$ cat src/rtl/switch_debouncer.sv
// Switch debouncer for 16 slide switches.
// Each raw switch bit is synchronised and sampled once per divider tick.
// A per-bit agree counter accepts the new level after STABLE_SAMPLES
// consecutive disagreeing samples. Accepted changes produce a one-cycle
// toggle pulse while enable_i is high, and that pulse is summarised as
// any / lowest index / multiple.
module switch_debouncer #(
   parameter int unsigned SAMPLE_DIV     = 100000,
   parameter int unsigned STABLE_SAMPLES = 4
) (
   input  logic        clock_i,
   input  logic        reset_i,
   input  logic        enable_i,
   input  logic [15:0] switches_i,
   output logic [15:0] switches_db_o,
   output logic [15:0] toggle_pulse_o,
   output logic        any_toggle_o,
   output logic [3:0]  toggle_index_o,
   output logic        multi_toggle_o
);

   localparam int unsigned     DIV_W      = $clog2(SAMPLE_DIV);
   localparam logic [DIV_W-1:0] DIV_LAST  = DIV_W'(SAMPLE_DIV - 1);
   localparam logic [3:0]      STABLE_CNT = 4'(STABLE_SAMPLES);

   typedef enum logic {
      UNPRIMED = 1'b0,
      PRIMED   = 1'b1
   } prime_state_t;

   logic [15:0]      sync_meta;
   logic [15:0]      sync;
   logic [DIV_W-1:0] div_count;
   logic             tick;
   prime_state_t     state;
   logic [3:0]       agree [16];
   logic [15:0]      db;
   logic [15:0]      pulse;

   // Two-flop synchroniser on every raw switch bit.
   always_ff @(posedge clock_i) begin
      if (reset_i) begin
         sync_meta <= '0;
         sync      <= '0;
      end else begin
         sync_meta <= switches_i;
         sync      <= sync_meta;
      end
   end

   // Free-running sample divider, wrapping after SAMPLE_DIV-1.
   always_ff @(posedge clock_i) begin
      if (reset_i) begin
         div_count <= '0;
      end else if (tick) begin
         div_count <= '0;
      end else begin
         div_count <= div_count + 1'b1;
      end
   end

   // Sample tick is high for the single cycle the divider sits at its last value.
   always_comb begin
      tick = (div_count == DIV_LAST);
   end

   // Priming, per-bit agreement counting, level acceptance and pulse generation.
   // The first tick after reset only loads the debounced level; later ticks
   // count disagreeing samples and flip the level when the count completes.
   always_ff @(posedge clock_i) begin
      if (reset_i) begin
         state <= UNPRIMED;
         db    <= '0;
         pulse <= '0;
         for (int unsigned k = 0; k < 16; k++) begin
            agree[k] <= '0;
         end
      end else begin
         pulse <= '0;
         if (tick) begin
            if (state == UNPRIMED) begin
               db    <= sync;
               state <= PRIMED;
               for (int unsigned k = 0; k < 16; k++) begin
                  agree[k] <= '0;
               end
            end else begin
               for (int unsigned k = 0; k < 16; k++) begin
                  if (sync[k] != db[k]) begin
                     // Acceptance happens on the edge where the count would
                     // reach STABLE_SAMPLES, so the stored count never exceeds it.
                     if ((agree[k] + 4'd1) >= STABLE_CNT) begin
                        db[k]    <= ~db[k];
                        agree[k] <= '0;
                        pulse[k] <= enable_i;
                     end else begin
                        agree[k] <= agree[k] + 4'd1;
                     end
                  end else begin
                     agree[k] <= '0;
                  end
               end
            end
         end
      end
   end

   // Summary of the registered pulse vector: any, multiple, lowest set index.
   always_comb begin
      any_toggle_o   = |pulse;
      multi_toggle_o = |(pulse & (pulse - 16'd1));
      toggle_index_o = '0;
      for (int unsigned k = 16; k > 0; k--) begin
         if (pulse[k-1]) begin
            toggle_index_o = 4'(k - 1);
         end
      end
   end

   assign switches_db_o  = db;
   assign toggle_pulse_o = pulse;

endmodule

$ cat config.mk
export PLATFORM = sky130hd
export DESIGN_NAME = switch_debouncer
export DESIGN_NICKNAME = d
export VERILOG_FILES = /design/src/rtl/switch_debouncer.sv
export SDC_FILE = /design/constraint.sdc
export NUM_CORES = 1
export LEC_CHECK = 0
export CAP_MARGIN = 15
export CORE_MARGIN = 8
export CORE_UTILIZATION = 58
export DETAILED_ROUTE_END_ITERATION = 12
export HOLD_SLACK_MARGIN = 0.15
export PLACE_DENSITY = 0.85
export SLEW_MARGIN = 20
export SYNTH_ARGS = -nofsm -noshare
export SYNTH_HDL_FRONTEND = slang
export SYNTH_SLANG_ARGS = --single-unit
$ cat constraint.sdc
create_clock -name clock_i -period 2.4 [get_ports clock_i]
set_input_delay 0.24 -clock clock_i [delete_from_list [all_inputs] [get_ports clock_i]]
set_output_delay 0.24 -clock clock_i [all_outputs]
set_load 0.01 [all_outputs]
==> impl_metrics.toml <==
[critical_path]
critPathLaunchType = "flip-flop"
crit_path_max_fanout = 2
worst_path_largest_cell_delay_ns = 0.53
slowest_stage = "sky130_fd_sc_hd__or4_4"
cp-end-kind = "output port"
timing.setup.critical_path_class = "flip-flop to output port"
critPathArrivalTime_ns = 2.36
critical_path.most_common_cell = "sky130_fd_sc_hd__or4_4"
crit_path_cell_trace = "or4_4 -> or4_4 -> o22a_1 -> o22ai_1 -> nand3_1 -> buf_2"
worstPathRequired_ns = 2.16

[timing]
min_period_over_period_pct = 108.3
max_slew_margin_pct = 62.27
timing.fmax_mhz = 384.8
final_period_minus_worst_setup_slack_ns = 2.598
rsz_0062_raised_after_global_routing = "true"
worstMarginPinSlew_ns = 0.5647
final.setup.worst_slack_ns = -0.1985
timing.hold.ws_ns = 0.2611
drv_slew = 0
total_of_endpoints_with_negative_setup_slack_in_the_final_report = 1
clock_skew_ns = 0.006990
setup_total_negative_slack_ns = -0.1985
hold_viol_final = 0

[clock_network]
clkLatencyLatePin_ns = 0.53
cts-htree-levels = 4
ctsRootBufferMaster = "sky130_fd_sc_hd__clkbuf_8"
clock_sink_count = 146
cts-buffers-inserted = 17
cts_tree = "yes"
clockBufferDepth = 2
clk_pin_slew_worst_paths_ns = 0.06

[synthesis]
dominant_combinational_cell_family_by_area_after_synthesis = "simple AND/OR/NAND/NOR gates"
synth_top_cells_by_count = "82 x sky130_fd_sc_hd__dfxtp_1, 64 x sky130_fd_sc_hd__edfxtp_1, 45 x sky130_fd_sc_hd__nand2b_1"
synth_simple_gate_area_share_pct = 22.17
ys_types = 53
ys_seq_area_share_pct = 54.90
synth.ff_latch_count = 146
synth_fa_ha_area_share_pct = 3.277
syn-mean-instance-area_um2 = 11.37
netlist_instances = 571
synth_enable_flop_cells = 64
multiplexer_area_fraction_after_synthesis_pct = 2.313
synth_compound_area_share_pct = 8.886
synth_top_area_cell = "sky130_fd_sc_hd__edfxtp_1"
synth_async_sr_flop_share_pct = 0
synthesis.area_mm2 = 0.006491
synthDominantCellAreaShare_pct = 29.61
synth-xor-area-share_pct = 5.937
dominantRegCellSynth = "sky130_fd_sc_hd__dfxtp_1"
synth-warning-count = 0
cell_types_occupying_the_most_area_after_synthesis = "sky130_fd_sc_hd__edfxtp_1 30%, sky130_fd_sc_hd__dfxtp_1 25%, sky130_fd_sc_hd__nand2b_1 4.3%"
post-synth-top-count-cell = "sky130_fd_sc_hd__dfxtp_1"

[die]
dieWidth_um = 121.8
design.portCount = 57
floorplan.initialDensity_pct = 59.62
core_region_area_mm2 = 0.01089
die-area_mm2 = 0.01483
number_of_rows_created_at_floorplan = 38
die-height_um = 121.8

[final_layout]
multiInputGateArea_mm2 = 0.002934
ff_latch_area_mm2 = 0.003568
layout.filler_cells = 744
antennaDiodeCount = 0
finalNetCount = 711
area_growth_synth_to_finish_pct = 23.11
drive_above_1_share_pct = 10.17
instances_no_fill = 828

[pwr]
power.density_mw_per_mm2 = 681.8
power.share.clock_pct = 45.7
power_frac_seq_pct = 50.2
p_leak_uw = 0.003021
post_layout_power_uw = 5448
internal_power_uw = 4331
comb_power_share_pct = 4.1
total_switching_power_uw = 1117
vdd_drop_max_mv = 0.4970
swShare_pct = 20.51

[job]
timing.max_cap.violations = 0

[route]
vias = 4790
detail_route.wl_per_cell_um = 16.93
drt-total-wl_mm = 14.02
detail_route.first_pass.iterations = 4
viasPerCell = 5.785
drt_iter0_markers = 330
remaining_drc_errors = 0
antenna_left = 0

[grt]
grt_start_max_net_pins = 45
wire_length_of_the_first_global_routing_pass_mm = 22.84
antenna_found_initial = 0
gr-total-overflow = 0
first_global_vias = 4852
grt_use_total_pct = 19.36

[outcome]
failing_checks = "negative setup slack"
result_of_the_run = "finished with violations"

[place]
dpl.cell_count = 795
hpwlAfterDp_mm = 9.774
finalWeightedCongestion = 0.9320
count_of_port_buffers_added_during_placement = 56

[hold_path]
worstHoldPathType = "input port to flip-flop"
[layout by cell type, fill, tap and decap left out, types with 16 or more instances in the layout]
master,n
sky130_fd_sc_hd__nor3_1,20
sky130_fd_sc_hd__clkdlybuf4s50_1,51
sky130_fd_sc_hd__nor4_1,24
sky130_fd_sc_hd__nand2b_1,45
sky130_fd_sc_hd__ha_1,17
sky130_fd_sc_hd__nand2_1,28
sky130_fd_sc_hd__buf_4,19
sky130_fd_sc_hd__xnor2_1,19
sky130_fd_sc_hd__edfxtp_1,64
sky130_fd_sc_hd__conb_1,32
sky130_fd_sc_hd__nor2b_1,33
sky130_fd_sc_hd__nor2_1,22
sky130_fd_sc_hd__clkbuf_16,16
sky130_fd_sc_hd__xor2_1,25
sky130_fd_sc_hd__dfxtp_1,80
[kinds of logic after synthesis]
group / after synthesis
muxes: 15
buffers and inverters: 38
AOI/OAI and AO/OA: 78
and+or+nand+nor: 232
adders and majority gates: 17
xor gates and xnor gates: 44
DFF: 146
other: 1
[layout make-up]
type	count	area share, %
clock buffer	25	5.934
clock inverter	7	1.049
inverter	16	0.7515
multi-input combinational	418	36.72
sequential	146	44.65
tap	140	2.192
timing repair buffer	76	8.705
[final timing paths]
check                               start                            to  slack [ns]  cells past startpoint
max          toggle_pulse_o[3]$_SDFF_PP0_                multi_toggle_o       -0.20                      6
min                        switches_i[14]      sync_meta[14]$_SDFF_PP0_        0.26                      2
max reg2reg       div_count[0]$_SDFF_PP0_  toggle_pulse_o[9]$_SDFF_PP0_        0.28                      7
min reg2reg       sync_meta[2]$_SDFF_PP0_            sync[2]$_SDFF_PP0_        0.43                      1
[critical path: cells and delay by family, from the launching register on]
kind | cells | cell delay [ns]
and+or+nand+nor | 3 | 1.05
buffers and inverters | 1 | 0.15
DFF | 1 | 0.31
AOI/OAI and AO/OA | 2 | 0.33
[metrics by stage]
step	worst slack [ns]	instance area, um2	utilization, %
after CTS	-0.2087	7969	73.19
after global placement	-0.006995	7381	67.79
after global routing	-0.2961	7991	73.40
after detailed placement	-0.01720	7381	67.79
final	-0.1985	7991	73.40
after floorplan	0.3265	6608	-
[flip-flops by register name (all words and copies together), names as in the netlist]
signal / cells
sync: 16
agree: 64
toggle_pulse_o: 16
switches_db_o: 16
state: 1
div_count: 17
sync_meta: 16
[routing by layer]
metal / vias up / global-route usage (%) / wire length, um
met2: 155 / 33.52 / 7130
met4: 0 / 8.944 / 271
met1: 2291 / 22.20 / 5716
met3: 26 / 4.627 / 901
met5: - / 0 / 0
li1: 2318 / - / -
[power groups by stage]
stage / Combinational [uW] / Clock (uW) / Sequential (uW)
2_1_floorplan: 155 / 0 / 2770
5_1_grt: 250 / 2610 / 2740
4_1_cts: 223 / 2510 / 2730
6_report: 223 / 2490 / 2730
3_3_place_gp: 201 / 0 / 2780
3_5_place_dp: 219 / 0 / 2790
[what timing repair did]
item	CTS	global route
hold buffers	1	0
endpoints found under the hold margin	2	0
resized for setup	19	4
setup endpoints to repair	6	4
pin swaps	3	1
buffers inserted	0	0
(Power assumes the default switching activity.)
